<file path="config.mk">
export PLATFORM = sky130hd
export DESIGN_NAME = bip_control
export DESIGN_NICKNAME = d
export VERILOG_FILES = /design/src/rtl/bip_control.sv
export SDC_FILE = /design/constraint.sdc
export NUM_CORES = 1
export LEC_CHECK = 0
export BUFFER_PORTS_ARGS = -buffer_cell sky130_fd_sc_hd__buf_4
export CAP_MARGIN = 10
export CORE_ASPECT_RATIO = 1.4
export CORE_UTILIZATION = 47
export DETAILED_ROUTE_END_ITERATION = 12
export GPL_TIMING_DRIVEN = 0
export PLACE_DENSITY = 0.79
export SETUP_SLACK_MARGIN = 0.5
export SYNTH_ARGS = -nofsm -noshare
export SYNTH_HDL_FRONTEND = slang
export SYNTH_SLANG_ARGS = --single-unit
</file>
<file path="constraint.sdc">
create_clock -name clk -period 2.6 [get_ports clk]
set_input_delay 0.26 -clock clk [delete_from_list [all_inputs] [get_ports clk]]
set_output_delay 0.26 -clock clk [all_outputs]
set_load 0.05 [all_outputs]
</file>
<file path="src/rtl/bip_control.sv">
// bip_control: control unit of the BIP accumulator processor.
// Holds the program counter, the IDLE/RUN/HALT state machine and the
// executed-cycle counter, and decodes the 16-bit instruction word into the
// datapath selects (accumulator mux, ALU B mux, ALU add/subtract) and the
// accumulator / data-memory strobes.
module bip_control #(
  parameter int PC_W  = 11,
  parameter int CNT_W = 16
) (
  input  logic             clk,
  input  logic             reset,
  input  logic             start,
  input  logic             enable,
  input  logic [15:0]      instr,
  output logic [PC_W-1:0]  pc,
  output logic [PC_W-1:0]  operand,
  output logic [1:0]       sel_a,
  output logic             sel_b,
  output logic             op,
  output logic             wr_acc,
  output logic             rd_ram,
  output logic             wr_ram,
  output logic             halted,
  output logic             running,
  output logic [CNT_W-1:0] cycles
);

  // Run/halt state machine encoding.
  typedef enum logic [1:0] {
    S_IDLE = 2'b00,
    S_RUN  = 2'b01,
    S_HALT = 2'b10
  } state_e;

  // Opcode field values; 01000..11111 are all NOPs and fall to the default arm.
  typedef enum logic [4:0] {
    OP_HLT  = 5'b00000,
    OP_STO  = 5'b00001,
    OP_LD   = 5'b00010,
    OP_LDI  = 5'b00011,
    OP_ADD  = 5'b00100,
    OP_ADDI = 5'b00101,
    OP_SUB  = 5'b00110,
    OP_SUBI = 5'b00111
  } opcode_e;

  // Accumulator source select encodings.
  localparam logic [1:0] SEL_A_RAM = 2'b00;
  localparam logic [1:0] SEL_A_IMM = 2'b01;
  localparam logic [1:0] SEL_A_ALU = 2'b10;

  // ALU B source select encodings.
  localparam logic SEL_B_RAM = 1'b0;
  localparam logic SEL_B_IMM = 1'b1;

  // ALU operation encodings.
  localparam logic ALU_SUB = 1'b0;
  localparam logic ALU_ADD = 1'b1;

  localparam logic [CNT_W-1:0] CYCLES_MAX = {CNT_W{1'b1}};

  state_e           state_q, state_d;
  logic [PC_W-1:0]  pc_q, pc_d;
  logic [CNT_W-1:0] cycles_q, cycles_d;

  opcode_e opcode;
  logic    is_hlt;
  logic    exec;

  // Strobe requests from the decoder, before gating with the execute cycle.
  logic    dec_wr_acc;
  logic    dec_rd_ram;
  logic    dec_wr_ram;

  assign opcode  = opcode_e'(instr[15:11]);
  assign is_hlt  = (opcode == OP_HLT);
  assign operand = instr[PC_W-1:0];

  // An execute cycle is RUN with the step enable high. The reset cycle is
  // excluded so a synchronous reset mid-program never fires a strobe.
  assign exec = (state_q == S_RUN) && enable && !reset;

  // State register: synchronous reset to IDLE.
  // NOTE: every clocked assignment uses <= so all flops sample the values
  // from before the edge; a blocking = here would let later statements see
  // the new value and break the register model.
  always_ff @(posedge clk) begin
    if (reset) begin
      state_q <= S_IDLE;
    end else begin
      state_q <= state_d;
    end
  end

  // Next-state logic: start leaves IDLE, an executed HLT enters HALT,
  // HALT is only left through reset.
  // NOTE: the hold value is assigned first so every path through the
  // case leaves state_d driven; a missing default would infer a latch.
  always_comb begin
    state_d = state_q;
    case (state_q)
      S_IDLE: begin
        if (start) begin
          state_d = S_RUN;
        end
      end
      S_RUN: begin
        if (enable && is_hlt) begin
          state_d = S_HALT;
        end
      end
      S_HALT: begin
        state_d = S_HALT;
      end
      default: begin
        state_d = S_IDLE;
      end
    endcase
  end

  // Output logic: status flags from the state, strobes gated to execute cycles.
  always_comb begin
    running = (state_q == S_RUN);
    halted  = (state_q == S_HALT);
    wr_acc  = exec && dec_wr_acc;
    rd_ram  = exec && dec_rd_ram;
    wr_ram  = exec && dec_wr_ram;
  end

  // Instruction decode: datapath selects follow instr in every state; the
  // strobe requests are qualified by the output logic above.
  always_comb begin
    sel_a      = SEL_A_RAM;
    sel_b      = SEL_B_RAM;
    op         = ALU_ADD;
    dec_wr_acc = 1'b0;
    dec_rd_ram = 1'b0;
    dec_wr_ram = 1'b0;
    case (opcode)
      OP_HLT: begin
        // No strobes; the state machine handles the stop.
      end
      OP_STO: begin
        dec_wr_ram = 1'b1;
      end
      OP_LD: begin
        dec_rd_ram = 1'b1;
        sel_a      = SEL_A_RAM;
        dec_wr_acc = 1'b1;
      end
      OP_LDI: begin
        sel_a      = SEL_A_IMM;
        dec_wr_acc = 1'b1;
      end
      OP_ADD: begin
        dec_rd_ram = 1'b1;
        sel_b      = SEL_B_RAM;
        op         = ALU_ADD;
        sel_a      = SEL_A_ALU;
        dec_wr_acc = 1'b1;
      end
      OP_ADDI: begin
        sel_b      = SEL_B_IMM;
        op         = ALU_ADD;
        sel_a      = SEL_A_ALU;
        dec_wr_acc = 1'b1;
      end
      OP_SUB: begin
        dec_rd_ram = 1'b1;
        sel_b      = SEL_B_RAM;
        op         = ALU_SUB;
        sel_a      = SEL_A_ALU;
        dec_wr_acc = 1'b1;
      end
      OP_SUBI: begin
        sel_b      = SEL_B_IMM;
        op         = ALU_SUB;
        sel_a      = SEL_A_ALU;
        dec_wr_acc = 1'b1;
      end
      default: begin
        // NOP range: defaults already applied, PC still advances.
      end
    endcase
  end

  // Program counter and cycle counter next values. The PC stays on an HLT
  // so the debugger sees the halting address; it wraps silently at the top.
  // The cycle counter includes the HLT cycle and saturates at all-ones.
  always_comb begin
    pc_d     = pc_q;
    cycles_d = cycles_q;
    if (exec) begin
      if (!is_hlt) begin
        pc_d = pc_q + 1'b1;
      end
      if (cycles_q != CYCLES_MAX) begin
        cycles_d = cycles_q + 1'b1;
      end
    end
  end

  // Counter registers: synchronous reset clears both.
  always_ff @(posedge clk) begin
    if (reset) begin
      pc_q     <= '0;
      cycles_q <= '0;
    end else begin
      pc_q     <= pc_d;
      cycles_q <= cycles_d;
    end
  end

  assign pc     = pc_q;
  assign cycles = cycles_q;

endmodule
</file>
After elaboration in Yosys (flattened, before gate mapping)
Index checks and enable logic that the tools add are counted.

Output and inout port bits: 47. Bits of input ports: 20. Register bits after elaboration: 29.

Equality and inequality tests: 12. Reductions and logical operators: 17. Mux-type cells: 9. Bitwise logic cells: 1. Add/subtract/negate cells: 2.

Operators by type and width (number): equality test 5 x 3 -> 1 bit (second input constant) (4); adder 16 x 1 -> 16 bit (second input constant) (1); inequality test 16 bit (second input constant) (1); adder 11 x 1 -> 11 bit (second input constant) (1); equality test 5 x 2 -> 1 bit (second input constant) (2); logical AND 1 bit (6); case mux 2 bit (3 select lines) (1); AND reduction 2 bit (3); OR reduction 6 bit (1); equality test 5 x 1 -> 1 bit (second input constant) (1); zero test 5 bit (1); two-way mux 1 bit (5); two-way mux 2 bit (2); case mux 2 bit (2 select lines) (1); OR reduction 2 bit (2); OR reduction 4 bit (1); OR reduction 3 bit (1); equality test 2 x 1 -> 1 bit (second input constant) (1); equality test 2 bit (second input constant) (1); zero test 2 bit (1); inequality test 2 x 1 -> 1 bit (second input constant) (1); inequality test 2 bit (second input constant) (1); zero test 1 bit (1); inverter 1 bit (1).

Longest topological paths before layout
Depth after elaboration: 4. Mapped depth: 8.

Least setup slack after synthesis
Ideal clock, no wire load.

Path kind: register to output. Start point: register state_q[1]. End point: output port rd_ram. Slack: -0.020 ns. Stages on the path, launching flop included: 6. Path buffers: 1. Arrival: 2.360 ns. Data required time: 2.340 ns. Cells stage by stage: dfxtp_1 -> inv_1 -> ha_1 -> nand3b_4 -> clkbuf_1 -> nor3_1.

Cells in the longest elaborated chain, start to end: 4.

RTL lines: from (decl) (line 62) `state_e state_q, state_d;`; from (signal assigned) (line 91) `state_q <= state_d;`; equality test 2 x 1 -> 1 bit; net running (line 24) `output logic running,`; logical AND 1 bit (2 in a row) (line 81) `assign exec = (state_q == S_RUN) && enable && !reset;`; logical AND 1 bit (line 126) `rd_ram = exec && dec_rd_ram;`; to (decl) (line 21) `output logic rd_ram,`.

The timed path passes the listed nets, and every way through them passes these cells.

Final worst setup path
Start point: register cycles_q[0], in the netlist cycles[0]. End point: register cycles_q[15], in the netlist cycles[15].

Cells in the longest elaborated chain, start to end: 2.

RTL lines: from (decl) (line 64) `logic [CNT_W-1:0] cycles_q, cycles_d;`; from (signal assigned) (line 210) `cycles_q <= cycles_d;`; parallel branches: the longest is 2 deep, another holds adder 16 x 1 -> 16 bit.

Parallel ways; which one is timed is not known. A chain may end at the register's enable or synchronous reset.

==> impl_metrics.csv <==
group,metric,value,unit
finish,post-route-util,70.31,%
finish,final_nets,271,
sta,setup_tns,0,ns
cts,ctsHoldBuffers,0,
pwr,p_int,0.8436,mW
sta,fin_skew,0.005913,ns
critical_path,critPathLaunchType,"flop",
finish,layout_common_cells,"buf_4, nor2_1, dfxtp_1, xor2_1, nand2_1",
cts,htree_levels,2,
detailed_routing,drt-pass1-iter-count,4,
logic_synthesis,synth_top_family_by_area,"simple AND/OR/NAND/NOR gates",
global_routing,antenna_found_initial,0,
sta,whs,0.2709,ns
detailed_routing,wl_per_cell,12.39,um
placement,dpl.hpwl,2614,um
placement,globalplace.congestion,0.7673,
finish,fillCellCount,277,
cts,cts_tree,"yes",
pwr,swShare,27.37,%
sta,setup_viol,0,
finish,instances_no_fill,286,
logic_synthesis,synth_seq_cells,29,
finish,syn2layout_area_growth,41.76,%
sta,fin_crit_sh,78.16,%
floorplanning,core,3123,sq um
logic_synthesis,synth-xor-area-share,11.31,%
detailed_routing,ant_nets,0,
placement,dp_cells,276,
critical_path,required,2.82,ns
critical_path,critPathCaptureType,"flop",
hold_path,min_path_cells,4,
pwr,power.density,529.0,nW/um^2
global_routing,overflow,0,
placement,io_buffers,55,
finish,drive_above_1_share,38.46,%
sta,rsz0062_at_grt,"false",
finish,n_antenna_cell,0,
cts,clk_pin_slew,0.06,ns
global_routing,grt_pass1_wl,5457,um
cts,clk_path_buf_depth,2,
logic_synthesis,ys_seq_area_share,37.48,%
floorplanning,dieArea,3533,sq um
sta,hold_violations,0,
logic_synthesis,synth_adder_area_share,4.039,%
pwr,p_leak,0.9504,nW
detailed_routing,met2_wirelength,1804,um
cts,cts_made_buffers,5,
pwr,pwr-share-clk,41.7,%
detailed_routing,vias_per_cell,5.220,
critical_path,worstSetupPathType,"flop to flop",
detailed_routing,met3_length,223,um
cts,insertion_delay,0.29,ns
floorplanning,ios,67,
logic_synthesis,synth_area,1549,sq um
logic_synthesis,syn_avg_cell_area,8.511,sq um
logic_synthesis,async_reset_ff_share,0,%
cts,clock-sinks,29,
critical_path,r2r_cells,7,
detailed_routing,routed_wl,3544,um
logic_synthesis,ys_types,36,
outcome,status,"finished clean",
floorplanning,die_h,69.93,um
detailed_routing,via_count,1493,
sta,worst_slew_pin_slew,0.6416,ns
sta,slew_violations,0,
flow_run,cap_violations,0,
sta,relSlewSlack,56.83,%
pwr,pwr-share-seq,39.9,%
detailed_routing,initialDrtViolationCount,20,
logic_synthesis,synth_compound_area_share,7.431,%
logic_synthesis,synth-simple-area-share,30.37,%
hold_path,hold_path_class,"input port to flop",
pwr,power_frac_comb,18.4,%
critical_path,crit_arrival,2.25,ns
global_routing,track_usage,20.28,%
pwr,switchingPower,0.3179,mW
logic_synthesis,synth_mux_area_share,1.292,%
sta,fmax,492.1,MHz
detailed_routing,wirelength_met1,1440,um
floorplanning,dieWidth,50.52,um
detailed_routing,drc,0,
detailed_routing,top_layer,"met4",
logic_synthesis,yosys.area.top_type,"dfxtp_1",
logic_synthesis,syn-instance-count,182,
critical_path,path_max_fanout,6,
logic_synthesis,synth_edf_count,0,
logic_synthesis,synth-main-ff-cell,"dfxtp_1",
cts,cts-root-buf,"clkbuf_8",
floorplanning,initial_core_util,49.60,%
sta,fin_crit,2.032,ns
pwr,peakVddDrop,0.0006455,V
global_routing,grt_pass1_vias,1237,
logic_synthesis,synth-warning-count,0,
logic_synthesis,synth_area_leaders,"dfxtp_1, xor2_1, nor2_1, buf_4, nand4_1",
global_routing,grt_max_degree,11,
floorplanning,num_rows,24,
logic_synthesis,syn-num-nets,207,
logic_synthesis,yosys.area.top_type_share,37.48,%
finish,mostFrequentLayoutCell,"buf_4",
[critical path, stage by stage, from the launching register on]
cell and delay (ns):
dfxtp_4 0.36, ha_2 0.19, nand3_2 0.09, nor4_2 0.07
or4b_4 0.55, buf_6 0.15, or4_4 0.41, a21oi_2 0.13
[logic make-up after synthesis]
| family | after synthesis |
|---|---|
| AO/OA/AOI/OAI | 19 |
| AND/OR/NAND/NOR | 85 |
| flip-flops | 29 |
| buffers and inverters | 22 |
| adder cells (fa/ha/maj) | 5 |
| multiplexers | 2 |
| XOR/XNOR | 20 |
[power groups by stage]
stage | clock (mW) | sequential, mW | combinational [mW]
CTS | 0.493 | 0.464 | 0.214
finish | 0.484 | 0.464 | 0.213
global placement | 0 | 0.474 | 0.208
detailed placement | 0 | 0.473 | 0.213
floorplan | 0 | 0.481 | 0.150
global route | 0.514 | 0.465 | 0.228
[layout make-up]
class / count / area [sq um] / area share [%]
buffer: 16 / 110.1 / 5.014
clock buffer: 7 / 86.33 / 3.932
clock inverter: 1 / 30.03 / 1.368
inverter: 6 / 22.52 / 1.026
multi-input combinational: 131 / 884.6 / 40.28
sequential: 29 / 588.1 / 26.78
tap: 39 / 48.80 / 2.222
timing repair buffer: 57 / 425.4 / 19.37
[Yosys cell counts (all sizes together), types with 2 or more instances]
| cell | n |
|---|---|
| clkbuf | 4 |
| ha | 5 |
| nor4 | 3 |
| and4 | 3 |
| nand2 | 12 |
| and3 | 2 |
| or4 | 3 |
| a21oi | 6 |
| dfxtp | 29 |
| xor2 | 14 |
| nand3b | 2 |
| o2111ai | 2 |
| o21ai | 6 |
| inv | 6 |
| mux2i | 2 |
| nor3 | 5 |
| nand4 | 12 |
| buf | 12 |
| nand3 | 6 |
| nor2b | 3 |
| nor2 | 28 |
| xnor2 | 6 |
| a211oi | 2 |
[state kept, by name, summed over array words and instances (netlist names)]
name and count:
pc 11, cycles 16, state_q 2
[layer usage]
layer,up-vias,track usage [%]
met5,-,0
met4,0,10.19
met2,54,35.41
met3,7,5.664
met1,677,21.63
li1,755,-
[timing repair]
item	4_1_cts	5_1_grt
endpoints found under the setup margin	0	4
setup buffers	0	1
hold endpoints to repair	0	0
gates resized for setup	0	12
[stage by stage]
step	power [mW]	setup slack [ns]	area, sq um
global placement	0.6819	0.5500	2038
global route	1.207	0.5010	2196
CTS	1.171	0.5124	2155
finish	1.162	0.5679	2196
floorplan	0.6308	0.5048	1577
detailed placement	0.6870	0.5408	2038
[worst paths after layout]
check	from	end	slack (ns)
setup reg to reg	cycles[0]$_SDFFE_PP0P_	cycles[15]$_SDFFE_PP0P_	0.57
setup / recovery	cycles[0]$_SDFFE_PP0P_	cycles[15]$_SDFFE_PP0P_	0.57
hold / removal	reset	cycles[9]$_SDFFE_PP0P_	0.27
hold reg to reg	cycles[1]$_SDFFE_PP0P_	cycles[1]$_SDFFE_PP0P_	0.51
(Power assumes the default switching activity.)
